## src/rtl/adc_serial_reader_pkg.sv

```systemverilog
// adc_reader_pkg: state encoding and 16-bit frame layout shared by the serial ADC reader.
package adc_reader_pkg;
  typedef enum logic [2:0] {IDLE, SETUP, LOW, HIGH, HOLD} adc_state_t;
  localparam int ADC_FRAME_BITS = 16;
  localparam int ADC_LEAD_BITS  = 3;
  localparam int ADC_DATA_BITS  = 8;
  localparam int ADC_DATA_LSB   = ADC_LEAD_BITS;
endpackage

```

## src/rtl/adc_serial_reader_if.sv

```systemverilog
// adc_serial_reader_if: three-wire serial ADC link (chip select, serial clock, data).
interface adc_serial_reader_if;
  logic adc_cs;
  logic adc_clk;
  logic adc_dat;
  modport master(output adc_cs, output adc_clk, input adc_dat);
  modport slave(input adc_cs, input adc_clk, output adc_dat);
endinterface

```

## src/rtl/adc_serial_reader_rate_tick.sv

```systemverilog
// adc_rate_tick: sample-period counter, held at zero while disabled; fires a start when the reader is idle.
module adc_rate_tick #(
  parameter int SAMPLE_PERIOD = 375
) (
  input  logic clk,
  input  logic rst_n,
  input  logic enable,
  input  logic idle,
  output logic tick
);
  localparam int CW = $clog2(SAMPLE_PERIOD);
  logic [CW-1:0] count;
  always_ff @(posedge clk or negedge rst_n)
    if (!rst_n) count <= '0;
    else count <= (!enable || count == CW'(SAMPLE_PERIOD - 1)) ? '0 : count + 1'b1;
  assign tick = enable && count == '0 && idle;
endmodule

```

## src/rtl/adc_serial_reader.sv

```systemverilog
// adc_serial_reader: ADC081S101-class reader, one 16-bit frame per conversion, 8-bit sample out.
// Define ADC_FRAME_CHECK_EN to reject frames whose three leading zeros are violated.
module adc_serial_reader
  import adc_reader_pkg::*;
#(
  parameter int HALF_DIV      = 3,
  parameter int SAMPLE_PERIOD = 375
) (
  input  logic                     clk,
  input  logic                     rst_n,
  input  logic                     enable,
  adc_serial_reader_if.master      bus,
  output logic [ADC_DATA_BITS-1:0] sample,
  output logic                     sample_valid,
  output logic                     frame_err,
  output logic                     busy
);
  localparam int PW = HALF_DIV > 1 ? $clog2(HALF_DIV) : 1;
  localparam int BW = $clog2(ADC_FRAME_BITS + 1);
  adc_state_t state;
  logic [PW-1:0] ph;
  logic [BW-1:0] bits;
  logic [ADC_FRAME_BITS-1:0] sr;
  logic cs, sclk, tick, ph_end, last_bit;
  adc_rate_tick #(.SAMPLE_PERIOD(SAMPLE_PERIOD)) u_rate (
    .clk(clk), .rst_n(rst_n), .enable(enable), .idle(state == IDLE), .tick(tick)
  );
  assign ph_end = ph == PW'(HALF_DIV - 1);
  assign last_bit = bits == BW'(ADC_FRAME_BITS);
  assign bus.adc_cs = cs;
  assign bus.adc_clk = sclk;
  assign busy = ~cs;
  // adc_dat is sampled unsynchronized: it was launched HALF_DIV cycles earlier on our own falling edge
  always_ff @(posedge clk or negedge rst_n)
    if (!rst_n) begin
      state <= IDLE;
      ph <= '0;
      bits <= '0;
      sr <= '0;
      cs <= 1'b1;
      sclk <= 1'b1;
      sample <= '0;
      sample_valid <= 1'b0;
      frame_err <= 1'b0;
    end else begin
      sample_valid <= 1'b0;
      frame_err <= 1'b0;
      ph <= (state == IDLE || ph_end) ? '0 : ph + 1'b1;
      case (state)
        IDLE: if (tick) begin
          state <= SETUP;
          cs <= 1'b0;
          bits <= '0;
        end
        SETUP: if (ph_end) begin
          state <= LOW;
          sclk <= 1'b0;
        end
        LOW: if (ph_end) begin
          state <= HIGH;
          sclk <= 1'b1;
          bits <= bits + 1'b1;
          sr <= ADC_FRAME_BITS'({sr, bus.adc_dat});
        end
        HIGH: if (ph_end) begin
          state <= last_bit ? HOLD : LOW;
          sclk <= last_bit;
        end
        HOLD: if (ph_end) begin
          state <= IDLE;
          cs <= 1'b1;
`ifdef ADC_FRAME_CHECK_EN
          if (|sr[ADC_FRAME_BITS-1 -: ADC_LEAD_BITS]) frame_err <= 1'b1;
          else begin
            sample <= sr[ADC_FRAME_BITS-1-ADC_DATA_LSB -: ADC_DATA_BITS];
            sample_valid <= 1'b1;
          end
`else
          sample <= sr[ADC_FRAME_BITS-1-ADC_DATA_LSB -: ADC_DATA_BITS];
          sample_valid <= 1'b1;
`endif
        end
        default: state <= IDLE;
      endcase
    end
endmodule

```

## src/flat_wrapper.sv

```systemverilog
// flat-port wrapper written by rule: the top's interface ports become plain ports
module adc_serial_reader_flat import adc_reader_pkg::*;
#(
  parameter int HALF_DIV      = 3,
  parameter int SAMPLE_PERIOD = 375
)
  (clk, rst_n, enable, sample, sample_valid, frame_err, busy, bus_adc_cs, bus_adc_clk, bus_adc_dat);
  adc_serial_reader_if bus_i ();
  input  logic clk;
  input  logic rst_n;
  input  logic enable;
  output logic [ADC_DATA_BITS-1:0] sample;
  output logic sample_valid;
  output logic frame_err;
  output logic busy;
  output wire logic [$bits(bus_i.adc_cs)-1:0] bus_adc_cs;
  output wire logic [$bits(bus_i.adc_clk)-1:0] bus_adc_clk;
  input wire logic [$bits(bus_i.adc_dat)-1:0] bus_adc_dat;
  assign bus_adc_cs = bus_i.adc_cs;
  assign bus_adc_clk = bus_i.adc_clk;
  assign bus_i.adc_dat = bus_adc_dat;
  adc_serial_reader #(.HALF_DIV(HALF_DIV), .SAMPLE_PERIOD(SAMPLE_PERIOD)) u_core (.clk(clk), .rst_n(rst_n), .enable(enable), .bus(bus_i), .sample(sample), .sample_valid(sample_valid), .frame_err(frame_err), .busy(busy));
endmodule
```

## config.mk

```make
export PLATFORM = sky130hd
export DESIGN_NAME = adc_serial_reader_flat
export DESIGN_NICKNAME = d
export VERILOG_FILES = /design/src/rtl/adc_serial_reader_pkg.sv /design/src/rtl/adc_serial_reader_if.sv /design/src/rtl/adc_serial_reader_rate_tick.sv /design/src/rtl/adc_serial_reader.sv /design/src/flat_wrapper.sv
export SDC_FILE = /design/constraint.sdc
export NUM_CORES = 1
export LEC_CHECK = 0
export CAP_MARGIN = 25
export CORE_AREA = 3 3 67 69
export CTS_CLUSTER_DIAMETER = 30
export DETAILED_ROUTE_END_ITERATION = 10
export DIE_AREA = 0 0 70 72
export PLACE_DENSITY_LB_ADDON = 0.1
export SYNTH_ARGS = -nofsm -noshare
export SYNTH_HDL_FRONTEND = slang
export SYNTH_SLANG_ARGS = --single-unit
```

## constraint.sdc

```tcl
create_clock -name clk -period 1.5 [get_ports clk]
set_input_delay 0.3 -clock clk [delete_from_list [all_inputs] [get_ports clk]]
set_output_delay 0.3 -clock clk [all_outputs]
set_load 0.05 [all_outputs]
```

==> out/summary.txt, run 1 <==
Status = complete, no violations
Cts bufs inserted = 5
RSZ-0062 raised after global routing = yes
Port buffer count = 15
RR Startpoint = u_core.u_rate.count[0]
Setup crit start = u_core.u_rate.count[0]
Hpwl dp = 2638 um
Average size of a mapped cell = 10.16 um^2
Hold Crit Class = reg -> reg
Worst Hold Launch = u_core.ph[0]
Antenna Nets Post-Route = 0
Ant. Diodes = 0
CP Launch Type = flip-flop
Mapped cell area = 0.001971 mm^2
Leakage = 0.001225 uW
Maxcap violations = 0
Vias = 1445
Final Total Pwr = 3875 uW
DP Cell Count = 264
Distinct cells, synth = 36
Vias per cell = 5.293
# setup viols final = 0
# fillers = 325
DR iter-0 viols = 89
Detailed-route wire length = 3522 um
Largest net degree at the start of global routing = 19
Hold Crit Endpoint = u_core.ph[0]
Vias in the first global route = 1424
Share of layout cells above drive strength 1 = 20.18%
Core ar. = 0.003971 mm^2
Yosys warning count = 0
Leading cell type in the layout, fill and taps excluded = nand2_1
Layout area overhead = 28.13%
Starting Density = 49.62%
Worst reg2reg path depth = 5
Critical path fanouts, max = 7
Dominant synthesized flop cell = dfrtp_1
Cell Pwr Density = 1535 mW/mm^2
Reg area = 0.001079 mm^2
Clock Skew = 0.008426 ns
EDFF count, synth = 0
Period utilization = 95.71%
Drt wl/cell = 12.90 um
# Post-CTS Setup Buffers = 0
Worst R2R Setup Slack = 0.06 ns
Top Ports = 17
Seq cells post-synth = 43
Die area = 0.005040 mm^2
Worst-skew pair later-pin latency = 0.29 ns
Final Hold Viols = 0
Crit path DAT = 1.61 ns
Final critical path time including I/O delays and setup = 1.436 ns
Fin nets = 232
Setup CP Type = reg -> reg
Synthesized Nets = 204
Clock transition at path regs = 0.08 ns
Max clock buf depth = 2
Post-synthesis async set-or-reset flop share = 100.0%
Worst VDD drop = 1.122 mV
Initial antenna violation count = 0
Max frequency = 696.6 MHz
Num rows = 23
Fin. max-slew vios = 0
Post-synthesis cell count = 194
Hold Path Cell Cnt = 1
Sequential share of the synthesized area = 54.73%
# clock sinks = 43
GP Congestion = 0.8924
Die Width = 70 um
Chip height = 72 um
CTS tree = yes
Root buffer cell = clkbuf_8
H-tree lvl count = 2
Drt pass-1 iters = 4
First-pass GRT wire length = 6092 um
DRC Markers = 0
Req. time, crit path = 1.68 ns
Crit Reg-Reg Endpoint = u_core.bits[4]
Gr usage total = 15.10%
Area of the multi-input gates = 802.0 um^2
Layout Cells excl Fill = 273
Global route overflow = 0
Most frequent cells in the layout = nand2_1 (50), dfrtp_1 (41), buf_4 (15)
Crit path capture type = flip-flop
## worst max path at each step
stage	to	slack (ns)
finish	u_core.bits[4]	0.06
global route	u_core.bits[4]	-0.01
global placement	u_core.bits[0]	-0.19
floorplan	u_core.state[0]	0.01
detailed placement	u_core.bits[0]	-0.23
CTS	u_core.state[0]	0.008
## repair_timing
item,CTS,global route
pin swaps,0,1
hold buffers,1,0
endpoints found under the hold margin,14,0
setup endpoints to repair,1,15
resized for setup,1,5
## through the flow
step / cell area [um^2] / hold slack [ns] / util (%) / setup slack (ns) / TNS [ns]
finish: 2525 / 0.4312 / 63.58 / 0.06437 / 0
global placement: 2360 / 0.2357 / 59.42 / -0.1909 / -1.113
floorplan: 1971 / 0.004409 / - / 0.009738 / 0
global route: 2525 / 0.4427 / 63.58 / -0.01127 / -0.02168
detailed placement: 2360 / 0.2344 / 59.42 / -0.2344 / -1.402
CTS: 2504 / 0.4321 / 63.04 / 0.008335 / 0
## final cells by class
class,count,share of cell area (%)
Timing Repair Buffer,33,16.60
Tap cell,50,2.478
Inverter,8,1.189
Multi-Input combinational cell,131,31.76
Clock inverter,2,2.379
Sequential cell,43,42.72
Clock buffer,6,2.874
## state kept, by name, indices dropped and copies added (netlist names)
signal	cells
u_core.bits	5
u_core.bus.adc_clk	1
u_core.bus.adc_cs	1
u_core.ph	2
u_core.sample	8
u_core.sample_valid	1
u_core.sr	13
u_core.state	3
u_core.u_rate.count	9
## cells by family after synthesis
logic type	Yosys count	share of synthesized area, %
adders and majority gates	6	3.809
buffers and inverters	20	5.841
other	1	0.1903
and+or+nand+nor	92	22.60
xor gates and xnor gates	3	1.334
DFF	43	54.73
muxes	9	5.080
AOI/OAI and AO/OA	20	6.412
## Yosys cell counts (all sizes together) (4+ instances only)
master  count  share of area (%)
nand2      50                9.5
dfrtp      41                 52
buf        12                4.3
inv         8                1.5
mux2        8                4.6
nand3       8                2.0
nor2        8                1.5
ha          6                3.8
a21oi       5                1.3
nor3        5                1.5
or3         5                1.6
o21ai       4                1.0
## critical path, stage by stage, from the launching register on
cell      delay [ns]
dfrtp_1         0.38
inv_1           0.09
ha_1            0.15
nor4bb_1        0.27
and4_4          0.33
o211ai_2        0.09
## per-layer routing
metal | vias to the layer above | GRT usage, % | part of all wire [%]
met2 | 39 | 26.55 | 50
met1 | 695 | 18.16 | 44
li1 | 703 | - | -
met4 | 0 | 5.532 | 1.4
met5 | - | 0 | 0
met3 | 8 | 3.601 | 4.9
## report_power, final
part,internal [uW],leakage [uW],switching (uW),total (uW)
registers,1410,0.000563,197,1610
logic,569,0.000596,647,1220
clock network,665,0.0000654,385,1050
(Power assumes the default switching activity.)
==> run 2, diff against run 1 <==
--- a/config.mk
+++ b/config.mk
@@ -10,6 +10,7 @@
 export CTS_CLUSTER_DIAMETER = 30
 export DETAILED_ROUTE_END_ITERATION = 10
 export DIE_AREA = 0 0 70 72
+export GPL_TIMING_DRIVEN = 1
 export PLACE_DENSITY_LB_ADDON = 0.1
 export SYNTH_ARGS = -nofsm -noshare
 export SYNTH_HDL_FRONTEND = slang
==> results of run 2 <==
Same layout as run 1: the final DEF is identical, and so are final timing and power.
==> run 3, diff against run 2 <==
--- a/config.mk
+++ b/config.mk
@@ -12,6 +12,8 @@
 export DIE_AREA = 0 0 70 72
 export GPL_TIMING_DRIVEN = 1
 export PLACE_DENSITY_LB_ADDON = 0.1
+export SLEW_MARGIN = 20
 export SYNTH_ARGS = -nofsm -noshare
 export SYNTH_HDL_FRONTEND = slang
 export SYNTH_SLANG_ARGS = --single-unit
+export TNS_END_PERCENT = 10
==> out/summary.txt, run 3 (synthesis results as in run 1) <==
Drt pass-1 iters = 4 (unchanged)
Hpwl dp = 2638 um (unchanged)
Cts bufs inserted = 5 (unchanged)
Crit path capture type = flip-flop
Critical Path End = u_core.sample[6]
GP Congestion = 0.8924 (unchanged)
Root buffer cell = clkbuf_8
Logic pwr share = 31.3% (about the same)
Worst-skew pair later-pin latency = 0.29 ns (about the same)
Max clock buf depth = 2 (unchanged)
Die area = 0.005040 mm^2 (unchanged)
Top Ports = 17 (unchanged)
CP max stage delay = 0.38 ns (about the same)
Sequential share of power = 41.6% (about the same)
Setup CP Type = reg -> reg
CTS tree = yes
Most frequent cells in the layout = nand2_1 (50), dfrtp_1 (41), buf_4 (15)
Port buffer count = 15 (unchanged)
Final Hold Viols = 0 (unchanged)
DR iter-0 viols = 77 (-13%)
Clock Skew = 0.007771 ns (-0.0006547 ns)
Gr usage total = 15.10% (unchanged)
Vias in the first global route = 1424 (unchanged)
Setup TNS Final = 0 ns (unchanged)
Vias per cell = 5.278 (-0.28%)
Clock transition at path regs = 0.08 ns (about the same)
Cell Chain, Critical Path = inv_1, ha_1, and3_1, buf_12, mux2_1
DRC Markers = 0 (unchanged)
Worst R2R Setup Slack = 0.04 ns (-0.03 ns)
First-pass GRT wire length = 6092 um (unchanged)
Fin util = 63.39% (-0.19 points)
Worst VDD drop = 1.115 mV (-0.63%)
Maxcap violations = 0 (unchanged)
Final critical path time including I/O delays and setup = 1.465 ns (+0.02896 ns)
Internal power = 2642 uW (-0.20%)
Antenna Nets Post-Route = 0 (unchanged)
# fillers = 326 (+0.31%)
Highest Signal Layer = met4
Starting Density = 49.62% (unchanged)
Worst reg2reg path depth = 5 (unchanged)
# setup viols final = 0 (unchanged)
Biggest regs = u_core.sr (13), u_core.u_rate.count (9), u_core.sample (8)
Fin nets = 232 (unchanged)
Switching share of power = 31.69% (about the same)
Cell Pwr Density = 1536 mW/mm^2 (about the same)
CP Launch Type = flip-flop
Layout Cells excl Fill = 273 (unchanged)
Status = complete, no violations
# clock sinks = 43 (unchanged)
DR WL met3 = 167 um (-3.5%)
Layout area overhead = 27.75%
Core ar. = 0.003971 mm^2 (unchanged)
DR WL met2 = 1760 um (+0.40%)
Most flops, register = u_core.sr
Num rows = 23 (unchanged)
Critical path fanouts, max = 10 (+3)
Sw Pwr = 1225 uW (-0.20%)
Setup crit start = u_core.ph[0]
Worst path slowest cell = dfrtp_1
Hold Crit Class = reg -> reg
Period utilization = 97.64% (+1.9 points)
Crit Reg-Reg Endpoint = u_core.sample[6]
Largest net degree at the start of global routing = 19 (unchanged)
Clk pwr share = 27.1% (about the same)
Detailed-route wire length = 3505 um (-0.48%)
Final Total Pwr = 3867 uW (-0.20%)
Post-Route M1 WL = 1537 um (-0.65%)
Leakage = 0.001228 uW (+0.23%)
Global route overflow = 0 (unchanged)
RSZ-0062 raised after global routing = yes
Drt wl/cell = 12.84 um (-0.48%)
Worst Hold Launch = u_core.ph[0]
Initial antenna violation count = 0 (unchanged)
Crit path DAT = 1.64 ns (+0.03 ns)
Ant. Diodes = 0 (unchanged)
Leading cell type in the layout, fill and taps excluded = nand2_1
Fin. max-slew vios = 0 (unchanged)
# Post-CTS Setup Buffers = 0 (unchanged)
Max reg flops = 13 (unchanged)
Chip height = 72 um (unchanged)
Vias = 1441 (-0.28%)
RR Startpoint = u_core.ph[0]
Req. time, crit path = 1.68 ns (about the same)
Share of layout cells above drive strength 1 = 19.28% (-0.90 points)
Die Width = 70 um (unchanged)
DP Cell Count = 264 (unchanged)
H-tree lvl count = 2 (unchanged)
Max frequency = 682.8 MHz (-2.0%)
-- run 3: cell counts in the layout (fill, tap and decap cells not counted) --
No cell type changed its count.
-- run 3: per-stage QoR --
step / area [um^2] / hold WS [ns] / setup slack (ns)
after floorplan: 1971 / 0.004409 / 0.009738
after global placement: 2360 / 0.2357 / -0.1909
after detailed placement: 2360 / 0.2344 / -0.2344
after CTS: 2504 / 0.4321 / 0.008335
after global routing: 2517 / 0.4427 / -0.03684
final: 2517 / 0.4308 / 0.03541
-- run 3: layout make-up --
| class | instances | area (um^2) | area share, % |
|---|---|---|---|
| Sequential cell | 43 | 1079 | 42.84 |
| Multi-Input combinational cell | 131 | 794.5 | 31.56 |
| Timing Repair Buffer | 33 | 419.2 | 16.65 |
| Clock buffer | 6 | 72.57 | 2.883 |
| Tap cell | 50 | 62.56 | 2.485 |
| Clock inverter | 2 | 60.06 | 2.386 |
| Inverter | 8 | 30.03 | 1.193 |
-- run 3: how the worst min path moves through the flow --
stage / endpoint / cells past startpoint
5_1_grt: u_core.ph[0] / 1
2_1_floorplan: u_core.bits[0] / 0
4_1_cts: u_core.ph[0] / 1
3_3_place_gp: u_core.sample[3] / 1
3_5_place_dp: u_core.sample[3] / 1
6_report: u_core.ph[0] / 1
-- run 3: metal layers --
layer  vias to the layer above  global-route usage, %
met5                         -                      0
met4                         0                  5.532
met3                         6                  3.601
met2                        39                  26.55
met1                       697                  18.16
li1                        699                      -
-- run 3: timing repair --
action / CTS / global route
endpoints found under the setup margin: 1 / 15
hold endpoints to repair: 14 / 0
pin swaps: 0 / 1
gates cloned: 0 / 0
gates resized for setup: 1 / 3
hold buffers: 1 / 0
-- run 3: power groups by stage --
stage / Clock (uW) / Combinational (uW) / Sequential, uW
finish: 1050 / 1210 / 1610
global route: 1120 / 1330 / 1640
CTS: 1070 / 1200 / 1600
detailed placement: 0 / 1190 / 1620
global placement: 0 / 1150 / 1610
floorplan: 0 / 732 / 1640
-- run 3: critical path: cells and delay by family, from the launching register on --
| kind | cells | cell delay (ns) |
|---|---|---|
| simple gates | 1 | 0.22 |
| fa+ha+maj | 1 | 0.22 |
| flops | 1 | 0.38 |
| mux | 1 | 0.32 |
| buf+inv | 2 | 0.21 |
